$ cat config.mk
export PLATFORM = sky130hd
export DESIGN_NAME = amiga_clkgen
export DESIGN_NICKNAME = d
export VERILOG_FILES = /design/src/rtl/amiga_clkgen.sv
export SDC_FILE = /design/constraint.sdc
export NUM_CORES = 1
export LEC_CHECK = 0
export ABC_CLOCK_PERIOD_IN_PS = 4800
export BUFFER_PORTS_ARGS = -buffer_cell sky130_fd_sc_hd__buf_4
export CAP_MARGIN = 20
export CORE_ASPECT_RATIO = 0.6
export CORE_MARGIN = 3
export CORE_UTILIZATION = 45
export DETAILED_ROUTE_END_ITERATION = 16
export GPL_ROUTABILITY_DRIVEN = 0
export GPL_TIMING_DRIVEN = 0
export PLACE_DENSITY_LB_ADDON = 0.2
export SLEW_MARGIN = 20
export SYNTH_ARGS = -nofsm -noshare
export SYNTH_HDL_FRONTEND = slang
export SYNTH_SLANG_ARGS = --single-unit
$ cat constraint.sdc
create_clock -name clk_28 -period 4.8 [get_ports clk_28]
set_input_delay 0.96 -clock clk_28 [delete_from_list [all_inputs] [get_ports clk_28]]
set_output_delay 0.96 -clock clk_28 [all_outputs]
set_load 0.1 [all_outputs]
$ cat src/rtl/amiga_clkgen.sv
// Chipset/CPU clock-enable generator for the 28 MHz domain: 7 MHz enables, c1/c3,
// colour clock, E-clock and a CPU enable with turbo rates, plus a 7 MHz-aligned pause.
module amiga_clkgen #(
    parameter int ECLK_DIV  = 10,
    parameter int ECLK_HIGH = 4
) (
    input  logic                clk_28,
    input  logic                reset_n,
    input  logic [1:0]          cpu_speed,
    input  logic                pause_req,
    output logic                pause_ack,
    output logic [1:0]          phase,
    output logic                clk7_en,
    output logic                clk7n_en,
    output logic                cpu_en,
    output logic                c1,
    output logic                c3,
    output logic                cck,
    output logic                cck_en,
    output logic                eclk,
    output logic                eclk_fall_en,
    output logic [ECLK_DIV-1:0] eclk_phase
);

    // state     | meaning
    // ST_RUN    | enables generated normally
    // ST_PAUSED | chipset and CPU enables held low, colour/E-clock frozen
    typedef enum logic {ST_RUN, ST_PAUSED} state_t;

    localparam int EW = (ECLK_DIV > 2) ? $clog2(ECLK_DIV) : 1;
    localparam logic [EW-1:0] ECNT_LAST = EW'(ECLK_DIV - 1);
    localparam logic [EW-1:0] ECNT_HIGH = EW'(ECLK_DIV - ECLK_HIGH);

    if (ECLK_DIV < 2 || ECLK_DIV > 16) begin : g_bad_div
        $error("amiga_clkgen: ECLK_DIV=%0d outside 2..16", ECLK_DIV);
    end
    if (ECLK_HIGH < 1 || ECLK_HIGH > ECLK_DIV - 1) begin : g_bad_high
        $error("amiga_clkgen: ECLK_HIGH=%0d outside 1..ECLK_DIV-1", ECLK_HIGH);
    end

    state_t              state_q, state_d;
    logic [1:0]          cnt_q, cnt_d;
    logic [1:0]          spd_q, spd_d;
    logic [EW-1:0]       ecnt_q, ecnt_d;
    logic                clk7_en_q, clk7_en_d;
    logic                clk7n_en_q, clk7n_en_d;
    logic                cpu_en_q, cpu_en_d;
    logic                c1_q, c1_d;
    logic                c3_q, c3_d;
    logic                cck_q, cck_d;
    logic                cck_en_q, cck_en_d;
    logic                eclk_q, eclk_d;
    logic                eclk_fall_q, eclk_fall_d;
    logic [ECLK_DIV-1:0] eclk_phase_q, eclk_phase_d;
    logic                run_d;
    logic                step_d;

    always_comb begin
        cnt_d   = cnt_q + 2'd1;
        state_d = state_q;
        spd_d   = spd_q;
        // Pause and speed only change on the 7 MHz boundary; enables at this edge see the new values.
        if (cnt_q == 2'd3) begin
            state_d = pause_req ? ST_PAUSED : ST_RUN;
            spd_d   = cpu_speed;
        end
        run_d = (state_d == ST_RUN);

        clk7_en_d  = run_d && (cnt_q == 2'd0);
        clk7n_en_d = run_d && (cnt_q == 2'd2);
        case (spd_d)
            2'b01:   cpu_en_d = run_d && ((cnt_q == 2'd0) || (cnt_q == 2'd2));
            2'b10:   cpu_en_d = run_d;
            default: cpu_en_d = run_d && (cnt_q == 2'd0);
        endcase

        c3_d = cnt_q[1];
        c1_d = ~c3_q;

        step_d   = run_d && (cnt_q == 2'd1);
        cck_d    = step_d ? ~cck_q : cck_q;
        cck_en_d = step_d;

        ecnt_d      = ecnt_q;
        eclk_fall_d = 1'b0;
        if (step_d) begin
            if (ecnt_q == ECNT_LAST) begin
                ecnt_d      = '0;
                eclk_fall_d = 1'b1;
            end else begin
                ecnt_d = ecnt_q + 1'b1;
            end
        end
        eclk_d       = (ecnt_d >= ECNT_HIGH);
        eclk_phase_d = ECLK_DIV'(1) << ecnt_d;
    end

    always_ff @(posedge clk_28 or negedge reset_n) begin
        if (!reset_n) begin
            state_q      <= ST_RUN;
            cnt_q        <= 2'b10;
            spd_q        <= 2'b00;
            ecnt_q       <= '0;
            clk7_en_q    <= 1'b0;
            clk7n_en_q   <= 1'b0;
            cpu_en_q     <= 1'b0;
            c1_q         <= 1'b1;
            c3_q         <= 1'b0;
            cck_q        <= 1'b1;
            cck_en_q     <= 1'b0;
            eclk_q       <= 1'b0;
            eclk_fall_q  <= 1'b0;
            eclk_phase_q <= ECLK_DIV'(1);
        end else begin
            state_q      <= state_d;
            cnt_q        <= cnt_d;
            spd_q        <= spd_d;
            ecnt_q       <= ecnt_d;
            clk7_en_q    <= clk7_en_d;
            clk7n_en_q   <= clk7n_en_d;
            cpu_en_q     <= cpu_en_d;
            c1_q         <= c1_d;
            c3_q         <= c3_d;
            cck_q        <= cck_d;
            cck_en_q     <= cck_en_d;
            eclk_q       <= eclk_d;
            eclk_fall_q  <= eclk_fall_d;
            eclk_phase_q <= eclk_phase_d;
        end
    end

    assign pause_ack    = (state_q == ST_PAUSED);
    assign phase        = cnt_q;
    assign clk7_en      = clk7_en_q;
    assign clk7n_en     = clk7n_en_q;
    assign cpu_en       = cpu_en_q;
    assign c1           = c1_q;
    assign c3           = c3_q;
    assign cck          = cck_q;
    assign cck_en       = cck_en_q;
    assign eclk         = eclk_q;
    assign eclk_fall_en = eclk_fall_q;
    assign eclk_phase   = eclk_phase_q;

endmodule

== Word level (Yosys, flattened, before mapping) ==
Cells that the tools add are included.
Cells by class
  add/subtract/negate cells: 2
  shift operators: 1
  order comparisons: 1
  mux-type cells: 8
  reductions and logical operators: 6
  bitwise logic cells: 3
  equal/unequal tests: 6
Operators by type and width (number)
  left shift 1 x 4 -> 10 bit (first input constant): 1
  two-way mux 4 bit: 2
  equality test 2 bit (second input constant): 3
  adder 4 x 1 -> 4 bit (second input constant): 1
  equality test 2 x 1 -> 1 bit (second input constant): 2
  equality test 4 bit (second input constant): 1
  >= comparator 4 x 3 -> 1 bit (second input constant): 1
  logical AND 1 bit: 4
  two-way mux 1 bit: 4
  inverter 1 bit: 3
  adder 2 x 1 -> 2 bit (second input constant): 1
  logical NOT 2 bit: 1
  two-way mux 2 bit: 1
  case mux 1 bit (2 select lines): 1
  logical OR 1 bit: 1
Storage, ports and cells
  word-level logic and storage cells: 41
  bits of input ports: 5
  register bits after elaboration: 28
  output and inout port bits: 22

== Longest topological paths before layout ==
Gate-level depths: netlist of the first run.
  depth after elaboration: 6
  mapped depth: 6
  mapped depth without buffers: 6

== Worst setup path before layout of the first run ==
No wires, ideal clock.
  path kind: flip-flop to flip-flop
  from: reg cnt_q[0] (netlist: phase[0])
  to: reg eclk_phase_q[3] (netlist: eclk_phase[3])
  slack: 2279 ps
  period minus slack after synthesis: 2521 ps
  arrival time: 2410 ps
  data required time: 4689 ps
  cell stages (with the launch flop): 6
  cells stage by stage: dfrtp_1 > ha_1 > mux2i_2 > inv_2 > or3_4 > a2111oi_2
Between the ends
  longest elaborated chain between the ends: 6
RTL lines
  from (decl): RTL line 42  | logic [1:0] cnt_q, cnt_d;
  from (signal assigned): RTL line 116  | cnt_q <= cnt_d;
  equality test 2 bit: RTL line 63  | if (cnt_q == 2'd3) begin
  two-way mux 1 bit: RTL line 63
  inverter 1 bit: RTL line 67  | run_d = (state_d == ST_RUN);
  logical AND 1 bit (*): RTL line 80  | step_d = run_d && (cnt_q == 2'd1);
  two-way mux 4 bit (*): RTL line 86  | if (step_d) begin
  left shift 1 x 4 -> 10 bit (*): RTL line 95  | eclk_phase_d = ECLK_DIV'(1) << ecnt_d;
  named net eclk_phase_d[3]: RTL line 54  | logic [ECLK_DIV-1:0] eclk_phase_q, eclk_phase_d;
  to (signal assigned): RTL line 128  | eclk_phase_q <= eclk_phase_d;
  to (decl): RTL line 54
Mark *: on every way through the listed nets, which the timed path passes. The rest lies on a longest branch.
A chain may end at the register's enable or synchronous reset.

== Worst setup path after layout of the first run ==
  from: reg cnt_q[1] (netlist: phase[1])
  to: reg eclk_phase_q[1] (netlist: eclk_phase[1])
The elaborated chain is that of the path after synthesis.

==> run metrics, run 1 <==
startpoint types flop; fraction of layout cells with a size suffix above 1 between 30 and 40%; Final Core Density 63.8%; Hold Startpoint c3; vias 798; Leak around 0.73 nW; synth unique cells 37; fin area about 1500 sq um; actual slew at the worst max-slew pin slightly above 600 ps; Ys Warns 0; Final Hold Viols 0; First-pass DRT Iterations 4; maxcap violations 0; CP Max Fanout 6; Worst Skew between 3 and 4 ps; # nets final 137; hold_buf cts 0; Post-Syn Area per Cell approximately 12 sq um; drt wl/cell roughly 14 microns; Post-synth top cells 24 x dfrtp_1, 11 x inv_1, 6 x ha_1; VDD IR max 0.289 mV; Synth Area in XOR/XNOR 1.50%; combined flip-flop and latch cell area between 700 and 800 sq um; Cell Area, Placed around 1400 sq um; largest net degree at the start of global routing 29; RSZ-0062 raised after global routing false; num ports 27; critical path class flop to flop; max_slew headroom 58.2%; gr usage total between 10 and 15%; Area Growth Syn to Fin 26.0%; status finished, final reports clean; post-synthesis mux area share 3.96%; CP startpoint phase[1]; Worst EP required just under 5000 ps; largest family of logic cells by synthesized area compound AO/OA/AOI/OAI gates; TNS Setup 0 ps; # port buffers 26; antenna violations before repair 0; worst hold path type flop to flop; Tot Pwr between 0.8 and 0.9 mW; FILL cells about 180; Final Critical Period approximately 2200 ps; antenna cells 0; CTS tree yes; DRT iter0 DRCs 48; top cells by area, synth dfrtp_1 51%, dfstp_2 9.0%, ha_1 6.4%, inv_1 3.5%, mux2_2 1.9%; row cnt 13; Synth Area in Compound Gates 13.0%; max-slew violations 0; number of H-tree branching levels 1; async set-or-reset flop fraction in the synthesized netlist 100%; CP arrival 2300 ps; # DRC 0; Post-Syn Area 1170 sq um; number of synthesized flops with an enable pin 0; worst skew pair latency 270 ps; Sinks on Clock Net 28; CP Capture Type flop; Pwr Density a little under 600 nW/um^2; Die X between 70 and 80 microns; die area 3270 sq um; most area-hungry cell type in the Yosys netlist dfrtp_1; via/cell ratio 5.15; Core ar. about 2300 sq um; CTS resizes 0; vias in the first global route 775; total gr overflow 0; Syn Nets roughly 110; Starting Density between 50% and 60%; Final Cycle Share 45.5%; Routed WL between 2000 and 2500 microns; area of the multi-input gates roughly 400 sq um; clk slew on worst S/H paths ~90 ps; Crit Reg-Reg Startpoint phase[1]; die extent in y roughly 45 microns; root buf cell clkbuf_8; Final ANT Viol Nets 0; Max Freq around 460 MHz; Setup Fix Bufs, Post-CTS 0; Cells after Synth 95; Detailed Place HPWL approximately 1600 microns; Most used DFF post-synth dfrtp_1; Longest Clk Path Bufs 2; total CTS buffers 3; synthesized flop and latch total 28; top-area cell type share of the netlist area between 50% and 60%; sequential-to-total area share from yosys stat around three fifths; Post-Synth Simple-Gate Area under 10%; first-pass GRT wire length approximately 3600 microns; most frequent cell after synthesis dfrtp_1; Post-Synth Adder-Cell Area under 10%; Final Setup Violations 0
==> critical path, cell delays in order (launching register included) <==
cell	delay [ps]
dfstp_2	600
ha_1	260
mux2i_2	370
inv_2	80
o21ai_0	510
a21boi_0	200
==> path summary, 6_finish.rpt <==
path                                      end  slack (ps)  cells past startpoint
worst min-delay path                       c1         380                      1
worst max register to register  eclk_phase[1]        2610                      5
max in group asynchronous       eclk_phase[0]        3920                      1
worst min register to register             c1         380                      1
worst max-delay path            eclk_phase[1]        2610                      5
min in group asynchronous       eclk_phase[8]         580                      1
==> metal layers <==
| layer | vias up | share of wire, % | global-route usage, % |
|---|---|---|---|
| li1 | 386 | - | - |
| met1 | 381 | 49 | 20.5 |
| met2 | 29 | 44 | 23.7 |
| met3 | 2 | 6.9 | 5.29 |
| met4 | 0 | 0.59 | 2.25 |
| met5 | - | 0 | 0 |
==> logic make-up after synthesis <==
logic type               after synthesis
AND/OR/NAND/NOR                       19
buffers and inverters                 16
AO/OA/AOI/OAI                         20
adder cells (fa/ha/maj)                6
multiplexers                           4
XOR/XNOR                               2
flip-flops                            28
==> through the flow <==
step	setup slack, ps	instances	hold slack (ps)
after detailed placement	2480	151	373
final	2610	155	382
after global placement	2480	151	367
after CTS	2610	155	387
after global routing	2390	155	404
after floorplan	2280	95	476
==> final cells by class <==
type                            instances  area share [%]
Multi-Input combinational cell         51            26.8
Timing Repair Buffer                   26            13.2
Clock buffer                            3            2.80
Clock inverter                          1            2.04
Sequential cell                        28            47.9
Tap cell                               30            2.55
Buffer                                  4            1.61
Inverter                               12            3.06
==> registers in the layout (all words and copies together) (netlist names) <==
| signal | count |
|---|---|
| spd_q | 2 |
| clk7_en | 1 |
| c3 | 1 |
| phase | 2 |
| cck_en | 1 |
| eclk | 1 |
| eclk_phase | 10 |
| cpu_en | 1 |
| eclk_fall_en | 1 |
| pause_ack | 1 |
| ecnt_q | 4 |
| cck | 1 |
| clk7n_en | 1 |
| c1 | 1 |
==> report_power, final <==
part / internal [mW] / switching [mW] / total, mW
logic: 0.0868 / 0.295 / 0.382
registers: 0.280 / 0.0138 / 0.294
clock network: 0.112 / 0.0716 / 0.183
==> layout by cell type (no fill, tap or decap), types with 2 or more instances in the layout <==
cell type / netlist / layout
dfrtp_1: 24 / 24
nand2_1: 2 / 2
nand3_1: 3 / 3
nor3_1: 4 / 4
a21boi_0: 2 / 2
dfstp_2: 4 / 4
clkbuf_8: 0 / 3
nor2_1: 4 / 4
o22ai_1: 2 / 2
mux2_2: 2 / 2
clkbuf_1: 2 / 2
a21oi_1: 4 / 4
inv_1: 11 / 11
buf_4: 0 / 26
ha_1: 6 / 6
a211oi_1: 2 / 2
Power figures use the tool's default switching activity.
==> run 2: changes to the inputs <==
--- a/config.mk
+++ b/config.mk
@@ -5,7 +5,7 @@
 export SDC_FILE = /design/constraint.sdc
 export NUM_CORES = 1
 export LEC_CHECK = 0
-export ABC_CLOCK_PERIOD_IN_PS = 4800
+export ABC_CLOCK_PERIOD_IN_PS = 2000
 export BUFFER_PORTS_ARGS = -buffer_cell sky130_fd_sc_hd__buf_4
 export CAP_MARGIN = 20
 export CORE_ASPECT_RATIO = 0.6
==> constraint.sdc (replaced) <==
create_clock -name clk_28 -period 2 [get_ports clk_28]
set_input_delay 0.4 -clock clk_28 [delete_from_list [all_inputs] [get_ports clk_28]]
set_output_delay 0.4 -clock clk_28 [all_outputs]
set_load 0.1 [all_outputs]
==> run 2 against run 1 <==
  * Routed wire length is 14% higher
  * Final cell count is 1.3% higher
  * Clock skew is 3.6 ps higher
  * Register-to-register slack worse by 2600 ps
  * Sequential cell count stayed put
  * Highest routed layer unchanged
  * Non-clock buffer count is 2 higher
  * Critical path type unchanged
  * Total power is 150% higher
  * Core utilization is 5.0 points higher
  * Clock-buffer cell count stayed put
==> run metrics, run 2 (synthesis results as in run 1) <==
Sinks on Clock Net 28 (unchanged); Pwr Density 1350 nW/um^2 (+130%); Starting Density 50.7% (unchanged); Worst Skew 7.01 ps (+3.59 ps); max FFs per register 10 (unchanged); drt wl/cell 16.0 microns (+13%); Core ar. 2310 sq um (unchanged); largest net degree at the start of global routing 29 (unchanged); actual slew at the worst max-slew pin 480 ps (-140 ps); leading cell type in the layout, fill and taps excluded buf_4; vias in the first global route 808 (+4.3%); worst skew pair latency 270 ps (about the same); TNS Setup 0 ps (unchanged); max-slew violations 0 (unchanged); Longest Clk Path Bufs 2 (unchanged); Final Setup Violations 0 (unchanged); startpoint types flop; first-pass GRT wire length 3970 microns (+9.5%); Max Freq 510 MHz (+11%); # DRC 0 (unchanged); Final Non-Filler Cells 157 (+1.3%); via/cell ratio 5.32 (+3.3%); # nets final 139 (+1.5%); Leak 0.750 nW (+3.1%); die area 3270 sq um (unchanged); Area Growth Syn to Fin 35.9%; total gr overflow 0 (unchanged); Final Critical Period 1960 ps (-225 ps); total CTS buffers 3 (unchanged); Routed WL 2510 microns (+14%); Final Core Density 68.9% (+5.0 points); max_slew headroom 68.0% (+9.8 points); fraction of layout cells with a size suffix above 1 45.7% (+8.9 points); Tot Pwr 2.14 mW (+150%); antenna cells 0 (unchanged); DRT iter0 DRCs 35 (-27%); root buf cell clkbuf_8; die extent in y 45.5 microns (unchanged); antenna violations before repair 0 (unchanged); placed insts 151 (unchanged); Final ANT Viol Nets 0 (unchanged); VDD IR max 0.986 mV (+240%); Die X 71.8 microns (unchanged); status finished, final reports clean; gr usage total 16.6% (+1.6 points); First-pass DRT Iterations 4 (unchanged); clk slew on worst S/H paths 90 ps (about the same); CP Max Fanout 10 (+4); num ports 27 (unchanged); maxcap violations 0 (unchanged); vias 835 (+4.6%); hold_ws 28.0 ps (-354 ps); Detailed Place HPWL 1730 microns (+5.5%); most frequent cells in the layout 28 x buf_4, 23 x dfrtp_1, 11 x inv_1; RSZ-0062 raised after global routing true; number of H-tree branching levels 1 (unchanged); Final Hold Viols 0 (unchanged); worst hold path type input pin to async pin; internal reg-to-reg setup slack 40 ps (-2570 ps); Worst EP required 2180 ps (-2740 ps); critical path class flop to flop; # port buffers 26 (unchanged); Final Cycle Share 98.0% (+52 points); row cnt 13 (unchanged); CTS tree yes; CP Capture Type flop; CP arrival 2140 ps (-160 ps)
run 2: cell types whose count changed in the layout (fill, tap and decap cells not counted), moves of 2 or more:
| cell | delta |
|---|---|
| a211oi_2 | +2 |
| ha_1 | -2 |
| ha_4 | +2 |
| buf_4 | +2 |
| a211oi_1 | -2 |
run 2: cell type report:
class,instances,area [sq um]
buffer,4,23.8
tap,30,37.5
multi-input combinational,51,492
fill,156,719
clock buffer,3,41.3
timing repair buffer,28,210
sequential,28,711
inverter,12,45.0
clock inverter,1,30.0
run 2: critical path, cell delays in order (launching register included):
cell	delay (ps)
dfstp_4	650
ha_4	170
mux2i_4	240
inv_2	70
buf_6	150
or3_4	340
a211oi_2	230
run 2: timing repair:
item	in CTS	in global routing
endpoints found under the setup margin	9	6
hold buffers	0	0
setup buffers	1	1
pin swaps	0	1
gates resized for setup	3	5
run 2: per-layer routing:
layer | share of wire (%) | vias to the layer above | routed length (microns) | GRT usage (%)
li1 | - | 389 | - | -
met1 | 46 | 397 | 1150 | 22.2
met2 | 45 | 47 | 1130 | 27.0
met3 | 9.0 | 2 | 225 | 5.95
met4 | 0.32 | 0 | 8 | 2.25
met5 | 0 | - | 0 | 0
run 2: power by group:
part           total, mW  internal [mW]  switching (mW)  leakage [nW]
Combinational       1.00          0.238           0.763         0.365
Clock              0.431          0.268           0.163        0.0357
Sequential         0.708          0.672          0.0365         0.349
run 2: path summary, 6_finish.rpt:
check / startpoint / end / depth (start not counted)
max: phase[1] / eclk_phase[2] / 6
min: reset_n / eclk_phase[6] / 1
max reg2reg: phase[1] / eclk_phase[2] / 6
min reg2reg: c3 / c1 / 1
max in group asynchronous: reset_n / c1 / 1
min in group clk_28: c3 / c1 / 1
run 2: through the flow:
| stage | worst slack (ps) | cell area (sq um) |
|---|---|---|
| 2_1_floorplan | -151 | 1220 |
| 3_3_place_gp | -69.2 | 1450 |
| 3_5_place_dp | -132 | 1450 |
| 4_1_cts | -16.2 | 1550 |
| 5_1_grt | -12.2 | 1590 |
| 6_report | 39.2 | 1590 |
